**config.mk**
```make
export PLATFORM = sky130hd
export DESIGN_NAME = alu_cmd_sequencer
export DESIGN_NICKNAME = d
export VERILOG_FILES = /design/src/rtl/alu_cmd_sequencer.sv
export SDC_FILE = /design/constraint.sdc
export NUM_CORES = 1
export LEC_CHECK = 0
export CAP_MARGIN = 20
export CORE_ASPECT_RATIO = 1.25
export CORE_MARGIN = 2
export CORE_UTILIZATION = 30
export CTS_BUF_LIST = sky130_fd_sc_hd__clkbuf_8
export CTS_CLUSTER_SIZE = 24
export DETAILED_ROUTE_END_ITERATION = 10
export DONT_BUFFER_PORTS = 1
export GPL_TIMING_DRIVEN = 0
export PLACE_DENSITY_LB_ADDON = 0.1
export SLEW_MARGIN = 20
export SYNTH_ARGS = -nofsm -noshare
export SYNTH_HDL_FRONTEND = slang
export SYNTH_SLANG_ARGS = --single-unit
```
**constraint.sdc**
```tcl
create_clock -name clk -period 2.65 [get_ports clk]
set_clock_uncertainty 0.1 [all_clocks]
set_input_delay 0.795 -clock clk [delete_from_list [all_inputs] [get_ports clk]]
set_output_delay 0.795 -clock clk [all_outputs]
set_load 0.005 [all_outputs]
```
**src/rtl/alu_cmd_sequencer.sv**
```systemverilog
// rtl/alu_cmd_sequencer.sv - command FIFO and IDLE/EVAL/RESP sequencer in front of a 4-bit ALU
// Optional feature macro: ALU_SEQ_CHAIN_EN (chained operand a from last result low nibble).
module alu_cmd_sequencer #(
    parameter int DEPTH = 4
) (
    input  logic       clk,
    input  logic       rst_n,
    input  logic       cmd_valid,
    output logic       cmd_ready,
    input  logic [2:0] cmd_op,
    input  logic [3:0] cmd_a,
    input  logic [3:0] cmd_b,
    input  logic [1:0] cmd_tag,
`ifdef ALU_SEQ_CHAIN_EN
    input  logic       cmd_chain,
`endif
    output logic       rsp_valid,
    input  logic       rsp_ready,
    output logic [7:0] rsp_y,
    output logic [1:0] rsp_tag,
    output logic [3:0] alu_a,
    output logic [3:0] alu_b,
    output logic [2:0] alu_s,
    input  logic [7:0] alu_y,
    output logic       busy
);

    localparam int AW = (DEPTH > 1) ? $clog2(DEPTH) : 1;
    localparam int CW = $clog2(DEPTH + 1);
`ifdef ALU_SEQ_CHAIN_EN
    localparam int EW = 14;
`else
    localparam int EW = 13;
`endif

    typedef enum logic [1:0] {
        S_IDLE = 2'd0,
        S_EVAL = 2'd1,
        S_RESP = 2'd2
    } state_t;

    state_t        state_q, state_d;
    logic [EW-1:0] mem_q [DEPTH];
    logic [AW-1:0] wr_ptr_q, wr_ptr_d;
    logic [AW-1:0] rd_ptr_q, rd_ptr_d;
    logic [CW-1:0] count_q, count_d;
    logic [3:0]    alu_a_q, alu_a_d;
    logic [3:0]    alu_b_q, alu_b_d;
    logic [2:0]    alu_s_q, alu_s_d;
    logic [1:0]    cur_tag_q, cur_tag_d;
    logic          rsp_valid_q, rsp_valid_d;
    logic [7:0]    rsp_y_q, rsp_y_d;
    logic [1:0]    rsp_tag_q, rsp_tag_d;
    logic          busy_q, busy_d;
`ifdef ALU_SEQ_CHAIN_EN
    logic [3:0]    last_y_q, last_y_d;
`endif
    logic          push, pop;
    logic [EW-1:0] head, wr_entry;

    // Entry layout: [chain,] op[12:10], a[9:6], b[5:2], tag[1:0]
`ifdef ALU_SEQ_CHAIN_EN
    assign wr_entry = {cmd_chain, cmd_op, cmd_a, cmd_b, cmd_tag};
`else
    assign wr_entry = {cmd_op, cmd_a, cmd_b, cmd_tag};
`endif

    assign cmd_ready = rst_n && (count_q != CW'(DEPTH));
    assign push      = cmd_valid && cmd_ready;
    assign pop       = (state_q == S_IDLE) && (count_q != '0);
    assign head      = mem_q[rd_ptr_q];

    always_comb begin
        wr_ptr_d = push ? wr_ptr_q + AW'(1) : wr_ptr_q;
        rd_ptr_d = pop  ? rd_ptr_q + AW'(1) : rd_ptr_q;
        count_d  = count_q;
        case ({push, pop})
            2'b10:   count_d = count_q + CW'(1);
            2'b01:   count_d = count_q - CW'(1);
            default: count_d = count_q;
        endcase
    end

    always_comb begin
        state_d     = state_q;
        alu_a_d     = alu_a_q;
        alu_b_d     = alu_b_q;
        alu_s_d     = alu_s_q;
        cur_tag_d   = cur_tag_q;
        rsp_valid_d = rsp_valid_q;
        rsp_y_d     = rsp_y_q;
        rsp_tag_d   = rsp_tag_q;
`ifdef ALU_SEQ_CHAIN_EN
        last_y_d    = last_y_q;
`endif
        case (state_q)
            S_IDLE: begin
                if (pop) begin
`ifdef ALU_SEQ_CHAIN_EN
                    alu_a_d = head[13] ? last_y_q : head[9:6];
`else
                    alu_a_d = head[9:6];
`endif
                    alu_b_d   = head[5:2];
                    alu_s_d   = head[12:10];
                    cur_tag_d = head[1:0];
                    state_d   = S_EVAL;
                end
            end
            S_EVAL: begin
                rsp_y_d     = alu_y;
                rsp_tag_d   = cur_tag_q;
                rsp_valid_d = 1'b1;
`ifdef ALU_SEQ_CHAIN_EN
                last_y_d    = alu_y[3:0];
`endif
                state_d     = S_RESP;
            end
            S_RESP: begin
                if (rsp_ready) begin
                    rsp_valid_d = 1'b0;
                    state_d     = S_IDLE;
                end
            end
            default: state_d = S_IDLE;
        endcase
        busy_d = (state_q != S_IDLE) || (count_q != '0);
    end

    // Storage array needs no reset: occupancy alone decides what is valid.
    always_ff @(posedge clk) begin
        if (push) begin
            mem_q[wr_ptr_q] <= wr_entry;
        end
    end

    always_ff @(posedge clk) begin
        if (!rst_n) begin
            state_q     <= S_IDLE;
            wr_ptr_q    <= '0;
            rd_ptr_q    <= '0;
            count_q     <= '0;
            alu_a_q     <= '0;
            alu_b_q     <= '0;
            alu_s_q     <= '0;
            cur_tag_q   <= '0;
            rsp_valid_q <= 1'b0;
            rsp_y_q     <= '0;
            rsp_tag_q   <= '0;
            busy_q      <= 1'b0;
`ifdef ALU_SEQ_CHAIN_EN
            last_y_q    <= '0;
`endif
        end else begin
            state_q     <= state_d;
            wr_ptr_q    <= wr_ptr_d;
            rd_ptr_q    <= rd_ptr_d;
            count_q     <= count_d;
            alu_a_q     <= alu_a_d;
            alu_b_q     <= alu_b_d;
            alu_s_q     <= alu_s_d;
            cur_tag_q   <= cur_tag_d;
            rsp_valid_q <= rsp_valid_d;
            rsp_y_q     <= rsp_y_d;
            rsp_tag_q   <= rsp_tag_d;
            busy_q      <= busy_d;
`ifdef ALU_SEQ_CHAIN_EN
            last_y_q    <= last_y_d;
`endif
        end
    end

    assign alu_a     = alu_a_q;
    assign alu_b     = alu_b_q;
    assign alu_s     = alu_s_q;
    assign rsp_valid = rsp_valid_q;
    assign rsp_y     = rsp_y_q;
    assign rsp_tag   = rsp_tag_q;
    assign busy      = busy_q;

endmodule
```
==> results <==
- The layer flagged by global routing as most heavily used is met2.
- The clock insertion delay at the later pin of the skew report is 0.35 ns.
- The worst slack at placement is -0.1716 ns.
- The fraction of registers with async set/reset is 0%.
- Setup slack closes at roughly 0.22 ns.
- The critical path contains buffers and inverters numbering 4 combined.
- Ranked by instance count, the synthesized netlist is headed by sky130_fd_sc_hd__edfxtp_1, sky130_fd_sc_hd__dfxtp_1, sky130_fd_sc_hd__nand2_1.
- In this run the critical register-to-register path is launched from count_q[0]$_SDFFE_PN0P_.
- The critical path capture point type is a flip-flop.
- The highest achievable clock rate is approximately 410 MHz.
- At the worst endpoint, the arrival time is between 2 and 3 ns.
- The share of the Yosys chip area taken by registers is between 60 and 70%.
- Counting distinct cell types in the post-synthesis netlist gives 32.
- The critical path class is in2reg.
- For this design the static power due to leakage is roughly 0.0012 uW.
- The initial utilization of the core area, before any placement, comes to just over 30%.
- The most prevalent standard cell on the critical path is sky130_fd_sc_hd__inv_1.
- The synthesized netlist occupies a cell area of 3258 um2.
- The area share of the largest cell type after synthesis is about 48%.
- The top fanout value on the critical path is 10.
- The clock tree from TritonCTS is done.
- The cell at the root of the clock tree is sky130_fd_sc_hd__clkbuf_8.
- Routability-driven placement finished with a final weighted congestion of 0.6500.
- The global-route congestion overflow total is 0.
- The clock passes through at most 2 buffers.
- The number of antenna diodes in the final layout is 0.
- Compared with the post-synthesis result, the final layout area differs by 12.14%.
- The initial antenna violation count came to 0.
- The net count after synthesis is 239.
- The max-slew violation total from the final report is 0.
- The cell count after synthesis is between 200 and 250.
- The first routing iteration left 52 violations.
- The number of vias after detailed routing is about 1,700.
- The cell type with the highest aggregate area in the netlist is sky130_fd_sc_hd__edfxtp_1.
- The startpoint of the worst hold path is cur_tag_q[1]$_SDFFE_PN0P_.
- The final routed wirelength across all metal layers is 6211 um.
- After synthesis, the cell types taking the most area are sky130_fd_sc_hd__edfxtp_1, sky130_fd_sc_hd__dfxtp_1, sky130_fd_sc_hd__mux4_2, sky130_fd_sc_hd__a22o_1, sky130_fd_sc_hd__nand2_1.
- The hold path endpoint is rsp_tag[1]$_SDFFE_PN0P_.
- The most frequent cell after synthesis is sky130_fd_sc_hd__edfxtp_1.
- For the worst setup path, the data required time is roughly 2.8 ns.
- For met2 alone, demand over resource in global routing was roughly 19%.
- The dominant register cell in the synthesized netlist is sky130_fd_sc_hd__edfxtp_1.
- The worst register-to-register path ends at count_q[2]$_SDFFE_PN0P_.
- The count of final hold-check violations is 0.
- For this design the ratio of total power to cell area is 1027 nW/um2.
- The flip-flop and latch area is 2242 um2.
- Row generation in the floorplan step produced 42 rows.
- In this run the number of H-tree levels came out at 3.
- The placed wire-length estimate is 3896 um.
- The cell area after layout is approximately 3700 um2.
- The worst pin sits at a relative slew slack of between 40% and 50%.
- The Yosys step of the flow raised 0 warnings.
- The I/O pin total is between 40 and 50.
- The kind of cell adding the most delay to the critical path is adder cells.
- STA classifies the critical path startpoint as an input pin.
- The number of synthesized flops with an enable pin is 52.
- During placement, the flow inserted port buffers numbering 0.
- Global routing used 4.624% of the available met3 tracks.
- The depth of the worst hold-timing path is 2.
- After clock tree synthesis, the clock-pin slew on the worst setup and hold paths is 0.09 ns.
- The slew of the pin with the lowest slew margin is slightly below 0.8 ns.
- The register bit total from synthesis is 86.
- For this run, design rule violations remaining after detail routing come to 0.
- Entering global routing, the biggest net connects 16 pins.
- The share of layout cells above drive strength 1 is about a fifth.
- The count of nets left with antenna violations once routing finished came out at 0.
- The floorplan step set the die width to just under 100 um.
- The number of global-route vias before repair is 1,714.
- The setup slack of the worst register-to-register path is 0.35 ns.
- The worst IR drop on VDD is 0.0003089 V.
- The tree built by TritonCTS fans out to 86 sinks.
- The final layout contains between 200 and 300 nets.
- In this design, the stage delay of the slowest critical-path cell is ~0.40 ns.
- Setup violations remaining at the end of the flow were counted as 0.
- The die area is about 12,000 um2.
- The worst path uses between 90% and 100% of the clock period.
- Setup repair after global routing left no endpoint under its margin.
- After filler insertion, the fill cell instance count of the layout stands at 1,015.
- The run finished with clean final reports.
- The number of cells on the worst reg-to-reg path is 9.
- The class of the tightest hold or removal check is reg2reg.
- The via count normalized by instance count is roughly 4.7.
- For this run, the detailed router's first-pass iteration total came to 4.
- The time the final worst path needs with I/O delays and setup is around 2.4 ns.
- The first global-routing pass estimated roughly 10000 um of wire.
- The core region is ~11,000 um2.
- Global routing used 11.58% of the available tracks.
- The cell type of the slowest stage on the worst timing path is sky130_fd_sc_hd__or3_2.
- Summing all placed instances gives a cell area of approximately 3400 um2.
- The mean instance size in the synthesized netlist is 15.66 um2.
- Walking the worst path, the cells encountered are inv_1, buf_2, a211oi_4, inv_1, ha_1, inv_1, fa_1, xor2_1, or3_2, a21oi_1.
- For met1 alone, demand over resource in global routing was between 10% and 20%.
- The combined area of the multi-input logic cells is roughly 910 um2.
- The die is roughly 120 um tall.
- The total CTS buffers is 9.
- The number of maximum-capacitance violations is 0.
- The average wire per cell in the routed design is between 15 and 20 um.
power breakdown:
group | total (uW) | switching (uW) | internal, uW
clock network | 1050 | 484 | 565
registers | 1810 | 160 | 1650
logic | 892 | 466 | 426
cells by family (layout without fill, tap and decap cells):
logic type	after synthesis	in the layout	synth area share, %
adders and majority gates	6	6	2.535
AOI/OAI and AO/OA	34	34	7.681
xor gates and xnor gates	2	2	0.5377
DFF	86	86	68.82
muxes	16	16	9.908
buffers and inverters	20	36	3.303
and+or+nand+nor	44	44	7.220
cell usage in the layout (no fill, tap or decap), drive strengths merged:
cell type  count
xor2           2
and3b          1
o31a           1
a22o          13
or3b           1
nand2         23
clkinv         1
o21ai          2
edfxtp        52
nand3b         1
ha             5
buf            9
mux2i          3
nor2           6
and2           4
a211oi         1
dfxtp         34
mux4          13
fa             1
nand2b         2
or3            1
nor4           1
nor3           2
o31ai          1
a21oi         16
inv           12
nor2b          1
clkbuf        12
bufinv         2
or4            1
registers in the layout, summed over array words and instances (netlist names):
signal and cells:
rd_ptr_q 2, rsp_y 8, alu_b 4, cur_tag_q 2, busy 1, alu_s 3
alu_a 4, state_q 2, rsp_tag 2, count_q 3, wr_ptr_q 2, rsp_valid 1
mem_q 52
tightest hold or removal path, stage by stage (launching register included):
cell	delay [ns]
sky130_fd_sc_hd__dfxtp_1	0.32
sky130_fd_sc_hd__nand2_1	0.05
sky130_fd_sc_hd__a21oi_1	0.05
layout make-up:
type,count,area share (%)
plain buffers,11,2.055
flip-flops and latches,86,61.37
inverters,9,0.9247
multi-input cells,102,24.86
clock inverters,6,2.500
clock buffers,10,3.767
well taps,132,4.521
per-layer routing:
metal	part of all wire, %	up-vias
met1	39	802
met2	51	59
li1	-	795
met3	8.6	10
met4	2.0	0
met5	0	-
what timing repair did:
action                                  CTS  global route
endpoints found under the setup margin    0             1
setup buffers                             0             0
resized for setup                         0             2
hold buffers                              0             0
how the worst max path moves through the flow:
stage | slack (ns) | cells after the start | startpoint | to
global route | 0.08 | 10 | rst_n | count_q[2]$_SDFFE_PN0P_
CTS | 0.04 | 4 | rst_n | cmd_ready
detailed placement | -0.17 | 10 | rst_n | count_q[2]$_SDFFE_PN0P_
global placement | -0.17 | 10 | rst_n | count_q[2]$_SDFFE_PN0P_
floorplan | 0.005 | 10 | rst_n | count_q[2]$_SDFFE_PN0P_
finish | 0.22 | 10 | rst_n | count_q[2]$_SDFFE_PN0P_
per-stage QoR:
stage               utilization (%)  setup TNS [ns]  hold WS (ns)  std cells  power, uW
finish                        34.59               0        0.3603        356       3751
global route                  34.59               0        0.3945        356       4011
CTS                           34.58               0        0.3682        356       3849
detailed placement            32.41         -0.1716        0.3546        340       2778
global placement              32.41         -0.3422        0.3503        340       2766
floorplan                         -               0        0.3321        208       2536
Note: power is estimated with default switching activity, not from simulation.
